File: src/rtl/temp_calc_mc_if.sv
// Stream and configuration bundle for temp_calc_mc: config write port,
// sample input (valid/ready) and tagged result output (valid/ready).
interface temp_calc_mc_if #(
    parameter int CH_W  = 2,
    parameter int ADC_W = 16,
    parameter int REF_W = 8,
    parameter int OUT_W = 32
);
    logic             cfg_we;
    logic [CH_W-1:0]  cfg_ch;
    logic [OUT_W-1:0] cfg_base;
    logic [REF_W-1:0] cfg_ref;

    logic             in_valid;
    logic             in_ready;
    logic [CH_W-1:0]  in_ch;
    logic [ADC_W-1:0] in_data;

    logic             out_valid;
    logic             out_ready;
    logic [CH_W-1:0]  out_ch;
    logic [OUT_W-1:0] out_tempc;
    logic             out_ovf;
    logic             out_err;

    // Producer side: ADC sequencer / configuration master / result consumer.
    modport master (
        output cfg_we, cfg_ch, cfg_base, cfg_ref,
        output in_valid, in_ch, in_data, out_ready,
        input  in_ready, out_valid, out_ch, out_tempc, out_ovf, out_err
    );

    // Block side: the temperature calculator itself.
    modport slave (
        input  cfg_we, cfg_ch, cfg_base, cfg_ref,
        input  in_valid, in_ch, in_data, out_ready,
        output in_ready, out_valid, out_ch, out_tempc, out_ovf, out_err
    );
endinterface

File: src/rtl/temp_calc_mc.sv
// Multi-channel temperature calculator: tempc = tc_base[ch] + in_data * tc_ref[ch].
// One transaction in flight; the multiply is an LSB-first serial shift-add
// over REF_W cycles, followed by an add/saturate cycle and a held output.
module temp_calc_mc #(
    parameter int CHANNELS = 4,
    parameter int ADC_W    = 16,
    parameter int REF_W    = 8,
    parameter int OUT_W    = 32,
    parameter bit SATURATE = 1'b1,
    parameter int CH_W     = (CHANNELS > 1) ? $clog2(CHANNELS) : 1
) (
    input logic           clk,
    input logic           rst_n,
    temp_calc_mc_if.slave bus
);
    localparam int CNT_W = $clog2(REF_W + 1);

    typedef enum logic [1:0] {IDLE, MUL, ADD, OUT} state_e;

    state_e           state_q, state_d;
    logic [OUT_W-1:0] cfg_base_q [CHANNELS];
    logic [OUT_W-1:0] cfg_base_d [CHANNELS];
    logic [REF_W-1:0] cfg_ref_q  [CHANNELS];
    logic [REF_W-1:0] cfg_ref_d  [CHANNELS];

    // Transaction snapshot and serial multiplier state.
    logic [OUT_W-1:0] base_s_q, base_s_d;
    logic [REF_W-1:0] ref_sh_q, ref_sh_d;
    logic [OUT_W-1:0] mcand_q, mcand_d;
    logic [OUT_W-1:0] prod_q, prod_d;
    logic [CNT_W-1:0] cnt_q, cnt_d;
    logic [CH_W-1:0]  ch_q, ch_d;
    logic             err_q, err_d;

    // Registered result port.
    logic             out_valid_q, out_valid_d;
    logic [CH_W-1:0]  out_ch_q, out_ch_d;
    logic [OUT_W-1:0] out_tempc_q, out_tempc_d;
    logic             out_ovf_q, out_ovf_d;
    logic             out_err_q, out_err_d;

    logic             in_ready;
    logic             ch_ok;
    logic [OUT_W:0]   sum;

    assign in_ready      = (state_q == IDLE);
    assign bus.in_ready  = in_ready;
    assign bus.out_valid = out_valid_q;
    assign bus.out_ch    = out_ch_q;
    assign bus.out_tempc = out_tempc_q;
    assign bus.out_ovf   = out_ovf_q;
    assign bus.out_err   = out_err_q;

    // Configuration register file: single-cycle writes, out-of-range channel ignored.
    always_comb begin
        // NOTE: every signal written here gets a default first, so no path leaves it unassigned and no latch is inferred.
        cfg_base_d = cfg_base_q;
        cfg_ref_d  = cfg_ref_q;
        if (bus.cfg_we && (32'(bus.cfg_ch) < CHANNELS)) begin
            cfg_base_d[bus.cfg_ch] = bus.cfg_base;
            cfg_ref_d[bus.cfg_ch]  = bus.cfg_ref;
        end
    end

    // Next-state and datapath for the IDLE -> MUL -> ADD -> OUT sequence.
    always_comb begin
        state_d     = state_q;
        base_s_d    = base_s_q;
        ref_sh_d    = ref_sh_q;
        mcand_d     = mcand_q;
        prod_d      = prod_q;
        cnt_d       = cnt_q;
        ch_d        = ch_q;
        err_d       = err_q;
        out_valid_d = out_valid_q;
        out_ch_d    = out_ch_q;
        out_tempc_d = out_tempc_q;
        out_ovf_d   = out_ovf_q;
        out_err_d   = out_err_q;
        ch_ok       = (32'(bus.in_ch) < CHANNELS);
        sum         = {1'b0, base_s_q} + {1'b0, prod_q};

        case (state_q)
            IDLE: begin
                if (bus.in_valid && in_ready) begin
                    // Snapshot reads the pre-write config, so a same-edge write is not seen.
                    base_s_d = ch_ok ? cfg_base_q[bus.in_ch] : '0;
                    ref_sh_d = ch_ok ? cfg_ref_q[bus.in_ch]  : '0;
                    mcand_d  = OUT_W'(bus.in_data);
                    prod_d   = '0;
                    cnt_d    = '0;
                    ch_d     = bus.in_ch;
                    err_d    = !ch_ok;
                    state_d  = MUL;
                end
            end
            MUL: begin
                if (ref_sh_q[0]) begin
                    prod_d = prod_q + mcand_q;
                end
                mcand_d  = mcand_q << 1;
                ref_sh_d = ref_sh_q >> 1;
                cnt_d    = cnt_q + CNT_W'(1);
                if (cnt_q == CNT_W'(REF_W - 1)) begin
                    cnt_d   = '0;
                    state_d = ADD;
                end
            end
            ADD: begin
                out_ch_d    = ch_q;
                out_ovf_d   = sum[OUT_W];
                out_err_d   = err_q;
                out_tempc_d = (SATURATE && sum[OUT_W]) ? '1 : sum[OUT_W-1:0];
                state_d     = OUT;
            end
            OUT: begin
                // out_valid rises one cycle into OUT and falls on the handshake edge.
                if (out_valid_q && bus.out_ready) begin
                    out_valid_d = 1'b0;
                    state_d     = IDLE;
                end else begin
                    out_valid_d = 1'b1;
                end
            end
            default: state_d = IDLE;
        endcase
    end

    // State and datapath registers; reset aborts any transaction in flight.
    always_ff @(posedge clk or negedge rst_n) begin
        if (!rst_n) begin
            // NOTE: the config file is reset too, because reset must clear every channel's base/ref.
            for (int i = 0; i < CHANNELS; i++) begin
                cfg_base_q[i] <= '0;
                cfg_ref_q[i]  <= '0;
            end
            state_q     <= IDLE;
            base_s_q    <= '0;
            ref_sh_q    <= '0;
            mcand_q     <= '0;
            prod_q      <= '0;
            cnt_q       <= '0;
            ch_q        <= '0;
            err_q       <= 1'b0;
            out_valid_q <= 1'b0;
            out_ch_q    <= '0;
            out_tempc_q <= '0;
            out_ovf_q   <= 1'b0;
            out_err_q   <= 1'b0;
        end else begin
            // NOTE: non-blocking assignments so every flop samples the pre-edge values.
            cfg_base_q  <= cfg_base_d;
            cfg_ref_q   <= cfg_ref_d;
            state_q     <= state_d;
            base_s_q    <= base_s_d;
            ref_sh_q    <= ref_sh_d;
            mcand_q     <= mcand_d;
            prod_q      <= prod_d;
            cnt_q       <= cnt_d;
            ch_q        <= ch_d;
            err_q       <= err_d;
            out_valid_q <= out_valid_d;
            out_ch_q    <= out_ch_d;
            out_tempc_q <= out_tempc_d;
            out_ovf_q   <= out_ovf_d;
            out_err_q   <= out_err_d;
        end
    end
endmodule

File: src/flat_wrapper.sv
// flat-port wrapper written by rule: the top's interface ports become plain ports
module temp_calc_mc_flat 
#(
    parameter int CHANNELS = 4,
    parameter int ADC_W    = 16,
    parameter int REF_W    = 8,
    parameter int OUT_W    = 32,
    parameter bit SATURATE = 1'b1,
    parameter int CH_W     = (CHANNELS > 1) ? $clog2(CHANNELS) : 1
)
  (clk, rst_n, bus_cfg_we, bus_cfg_ch, bus_cfg_base, bus_cfg_ref, bus_in_valid, bus_in_ch, bus_in_data, bus_out_ready, bus_in_ready, bus_out_valid, bus_out_ch, bus_out_tempc, bus_out_ovf, bus_out_err);
  temp_calc_mc_if #(.CH_W(CH_W), .ADC_W(ADC_W), .REF_W(REF_W), .OUT_W(OUT_W)) bus_i ();
  input logic clk;
  input logic rst_n;
  input wire logic [$bits(bus_i.cfg_we)-1:0] bus_cfg_we;
  input wire logic [$bits(bus_i.cfg_ch)-1:0] bus_cfg_ch;
  input wire logic [$bits(bus_i.cfg_base)-1:0] bus_cfg_base;
  input wire logic [$bits(bus_i.cfg_ref)-1:0] bus_cfg_ref;
  input wire logic [$bits(bus_i.in_valid)-1:0] bus_in_valid;
  input wire logic [$bits(bus_i.in_ch)-1:0] bus_in_ch;
  input wire logic [$bits(bus_i.in_data)-1:0] bus_in_data;
  input wire logic [$bits(bus_i.out_ready)-1:0] bus_out_ready;
  output wire logic [$bits(bus_i.in_ready)-1:0] bus_in_ready;
  output wire logic [$bits(bus_i.out_valid)-1:0] bus_out_valid;
  output wire logic [$bits(bus_i.out_ch)-1:0] bus_out_ch;
  output wire logic [$bits(bus_i.out_tempc)-1:0] bus_out_tempc;
  output wire logic [$bits(bus_i.out_ovf)-1:0] bus_out_ovf;
  output wire logic [$bits(bus_i.out_err)-1:0] bus_out_err;
  assign bus_i.cfg_we = bus_cfg_we;
  assign bus_i.cfg_ch = bus_cfg_ch;
  assign bus_i.cfg_base = bus_cfg_base;
  assign bus_i.cfg_ref = bus_cfg_ref;
  assign bus_i.in_valid = bus_in_valid;
  assign bus_i.in_ch = bus_in_ch;
  assign bus_i.in_data = bus_in_data;
  assign bus_i.out_ready = bus_out_ready;
  assign bus_in_ready = bus_i.in_ready;
  assign bus_out_valid = bus_i.out_valid;
  assign bus_out_ch = bus_i.out_ch;
  assign bus_out_tempc = bus_i.out_tempc;
  assign bus_out_ovf = bus_i.out_ovf;
  assign bus_out_err = bus_i.out_err;
  temp_calc_mc #(.CHANNELS(CHANNELS), .ADC_W(ADC_W), .REF_W(REF_W), .OUT_W(OUT_W), .SATURATE(SATURATE), .CH_W(CH_W)) u_core (.clk(clk), .rst_n(rst_n), .bus(bus_i));
endmodule
File: config.mk
export PLATFORM = sky130hd
export DESIGN_NAME = temp_calc_mc_flat
export DESIGN_NICKNAME = d
export VERILOG_FILES = /design/src/rtl/temp_calc_mc_if.sv /design/src/rtl/temp_calc_mc.sv /design/src/flat_wrapper.sv
export SDC_FILE = /design/constraint.sdc
export NUM_CORES = 1
export LEC_CHECK = 0
export BUFFER_PORTS_ARGS = -buffer_cell sky130_fd_sc_hd__buf_4
export CORE_ASPECT_RATIO = 1.75
export CORE_MARGIN = 3
export CORE_UTILIZATION = 58
export CTS_BUF_LIST = sky130_fd_sc_hd__clkbuf_4 sky130_fd_sc_hd__clkbuf_8 sky130_fd_sc_hd__clkbuf_16
export DETAILED_ROUTE_END_ITERATION = 8
export PLACE_DENSITY = 0.89
export SYNTH_ARGS = -nofsm -noshare
export SYNTH_HDL_FRONTEND = slang
export SYNTH_SLANG_ARGS = --single-unit
File: constraint.sdc
create_clock -name clk -period 5.1 [get_ports clk]
set_clock_uncertainty 0.15 [all_clocks]
set_input_delay 0 -clock clk [delete_from_list [all_inputs] [get_ports clk]]
set_output_delay 0 -clock clk [all_outputs]
set_load 0.05 [all_outputs]
==> flow_summary.yaml <==
run_status:
  status: "complete, no violations"
logic_synthesis:
  avgSynthCellArea_um2: 12.0
  yosysSeqAreaShare_pct: 48.4
  synth_edf_count: 0
  synth-main-ff-cell: "dfrtp_1"
  async_flop_share_pct: 100
  ys_warn_count: 0
  synthCells: 1330
  yosysUniqueCellTypes: 72
  synth_fp_nets: 1465
  synth_seq_cells: 308
  netlist_area_um2: 15900
worst_setup_path:
  start_kind: "flop"
  path_delay_family: "compound AO/OA/AOI/OAI gates"
  worst-path-max-fanout: 4
  cp-startpoint: "u_core.mcand_q[0]"
  rr_startpoint: "u_core.mcand_q[0]"
  required_ns: 5.40
  slowest_delay_ns: 0.64
  cp-end-kind: "flop"
  cpMaxStageDelayCell: "a211oi_1"
  critical_path_class: "reg -> reg"
  crit_chain: "ha_1, inv_1, fa_1, nand2b_1, a21oi_2, o22ai_1, a221o_1, a211oi_1, o2111ai_1, and3_1, o31ai_1"
  critPathArrivalTime_ns: 3.95
  crit_buf_inv: 1
timing:
  fmax_mhz: 274
  setup_slack_ns: 1.45
  hold_viol_final: 0
  rsz0062_at_grt: "no"
  slew_viol_final: 0
  finalSetupTns_ns: 0
  fin_crit_sh_pct: 71.6
  tightest_slew_ns: 0.971
  period_needed_ns: 3.65
  setup_viol: 0
  slew_headroom_pct: 33.9
global_route:
  grt_pass1_vias: 12173
  grt_max_degree: 124
  antenna_found_initial: 2
  grt_pass1_wl_um: 63900
  grt_usage_pct: 26.6
  overflow: 0
clocking:
  h-tree-depth: 1
  clock-root-buffer: "clkbuf_16"
  post_cts_resized: 0
  cts_tree: "yes"
  clkLatencyLatePin_ns: 0.55
  clkTransAtPathRegs_ns: 0.07
  cts.sinks: 308
  clock_path_buffers: 3
  cts_buffers: 27
route:
  dr.first_iter.drc_count: 706
  vias: 11556
  first_pass_iters: 5
  drcViolationCount: 0
  drt_wl_total_um: 39000
  via_per_inst: 6.24
  postRouteAntennaNets: 0
  routedWlPerCell_um: 21.1
finish:
  fin_nets: 1601
  final_cell_area_um2: 18600
  fillCellCount: 1765
  instances_no_fill: 1851
  layout-drive-gt1-share_pct: 28.3
  area_delta_synth_final_pct: 16.6
power:
  power_density_nw_per_um2: 534
  power_mw: 9.91
  ir_drop_mv: 0.308
  p_leak_nw: 8.24
die:
  core_um2: 26800
  dieArea_um2: 29600
  rows: 79
  start_util_pct: 59.4
  die_h_um: 225
  dieWidth_um: 131
  ios: 103
hold_path:
  hp-start: "bus_in_ch[1]"
  hold_class: "in -> reg"
placement:
  io_buffers: 101
  place_area_um2: 17000
  gp_congestion: 0.949
  dpl.cell_count: 1740
  post-place-ws_ns: 1.60
  place_hpwl_um: 25600
flow_run:
  cap_violations: 0
## worst reg2reg max path, stage by stage, from the launching register on
cell and delay (ns):
dfrtp_1 0.48, ha_1 0.22, inv_1 0.05, fa_1 0.37
nand2b_1 0.19, a21oi_2 0.24, o22ai_1 0.18, a221o_1 0.36
a211oi_1 0.64, o2111ai_1 0.23, and3_1 0.22, o31ai_1 0.23
## cell usage after synthesis (4+ instances only)
cell type / instances / share of area (%)
dfrtp_1: 308 / 48
or3_1: 4 / 0.16
o21bai_1: 9 / 0.42
nor2_1: 38 / 0.90
ha_1: 68 / 5.3
mux4_2: 40 / 5.7
nor4_1: 4 / 0.16
a31oi_1: 8 / 0.31
o22a_1: 31 / 1.7
o21ai_0: 94 / 3.0
buf_1: 26 / 0.61
xnor2_1: 27 / 1.5
and3_1: 10 / 0.39
mux2_2: 197 / 14
nor3_1: 8 / 0.25
buf_6: 4 / 0.28
nand3_1: 11 / 0.35
a21o_1: 27 / 1.3
and2_1: 5 / 0.20
a211oi_1: 6 / 0.28
clkbuf_1: 35 / 0.83
nand2b_1: 7 / 0.28
o21ai_1: 9 / 0.28
nor2b_1: 8 / 0.31
o31ai_1: 6 / 0.28
mux2i_1: 25 / 1.6
a22o_1: 4 / 0.22
inv_1: 19 / 0.45
nand3b_1: 4 / 0.19
o211ai_1: 6 / 0.28
xor2_1: 19 / 1.0
o21a_1: 8 / 0.38
nand4_1: 8 / 0.31
nor3b_1: 4 / 0.19
nand2_1: 133 / 3.1
a21oi_1: 54 / 1.7
## power breakdown
part / internal [mW] / switching [mW]
Sequential: 3.14 / 0.500
Clock: 1.26 / 0.930
Combinational: 1.67 / 2.40
## logic make-up (layout without fill, tap and decap cells)
family                   after synthesis  after routing  synth area share [%]
flip-flops                           308            308                  48.4
AO/OA/AOI/OAI                        304            304                  12.8
multiplexers                         262            262                  21.2
AND/OR/NAND/NOR                      253            253                  7.23
buffers and inverters                 86            241                  2.25
adder cells (fa/ha/maj)               70             70                  5.59
XOR/XNOR                              46             46                  2.53
other                                  1              3                0.0236
## cell usage in the layout (no fill, tap or decap), types with 9 or more instances in the layout
cell type	instances
and3_1	10
o21bai_1	9
inv_1	19
a21oi_1	54
dlygate4sd3_1	60
mux2i_1	24
ha_1	67
o22a_1	31
a21o_1	27
mux4_2	40
buf_4	111
mux2_2	197
nand3_1	10
o21ai_1	9
o21ai_0	94
xor2_1	19
nor2_1	38
dfrtp_1	308
nand2_1	133
clkbuf_16	27
xnor2_1	27
## layout make-up
class,count,area [um^2],area share (%)
sequential,308,7710,41.5
clock inverter,14,191,1.03
multi-input combinational,936,7880,42.4
inverter,19,71.3,0.384
clock buffer,34,759,4.09
tap,364,455,2.45
antenna,2,5.00,0.0270
timing repair buffer,174,1500,8.06
## what timing repair did
item                                   CTS  global route
setup buffers                            0             0
endpoints found under the hold margin  296             0
hold buffers                            61             0
## per-layer routing
metal / vias up / track usage, % / routed length, um
met2: 416 / 49.3 / 20700
met1: 5824 / 30.5 / 14400
met3: 138 / 3.55 / 2030
met5: - / 0 / 11
met4: 2 / 12.3 / 1870
li1: 5176 / - / -
## per-stage QoR
stage          utilization (%)  hold WS [ns]
2_1_floorplan                -        -0.446
3_3_place_gp              63.4       -0.0471
3_5_place_dp              63.4       -0.0319
4_1_cts                   69.3       0.00198
5_1_grt                   69.3        0.0196
6_report                  69.3        0.0140
## flip-flops by register name, summed over array words and instances, names as in the netlist
signal	count
u_core.bus.out_tempc	32
u_core.bus.out_ovf	1
u_core.base_s_q	32
u_core.bus.out_ch	2
u_core.cfg_base_q	128
u_core.prod_q	32
u_core.mcand_q	32
u_core.cfg_ref_q	32
u_core.bus.out_valid	1
u_core.cnt_q	4
u_core.state_q	2
u_core.ref_sh_q	8
u_core.ch_q	2
## final timing paths
path | end | slack, ns | cells past startpoint
setup / recovery | u_core.prod_q[30] | 1.45 | 11
hold / removal | u_core.ch_q[1] | 0.01 | 2
setup reg to reg | u_core.prod_q[30] | 1.45 | 11
hold reg to reg | u_core.bus.out_tempc[19] | 0.35 | 1
max in group asynchronous | u_core.cfg_base_q[29] | 3.31 | 4
min in group asynchronous | u_core.prod_q[11] | 0.28 | 3
(Power assumes the default switching activity.)
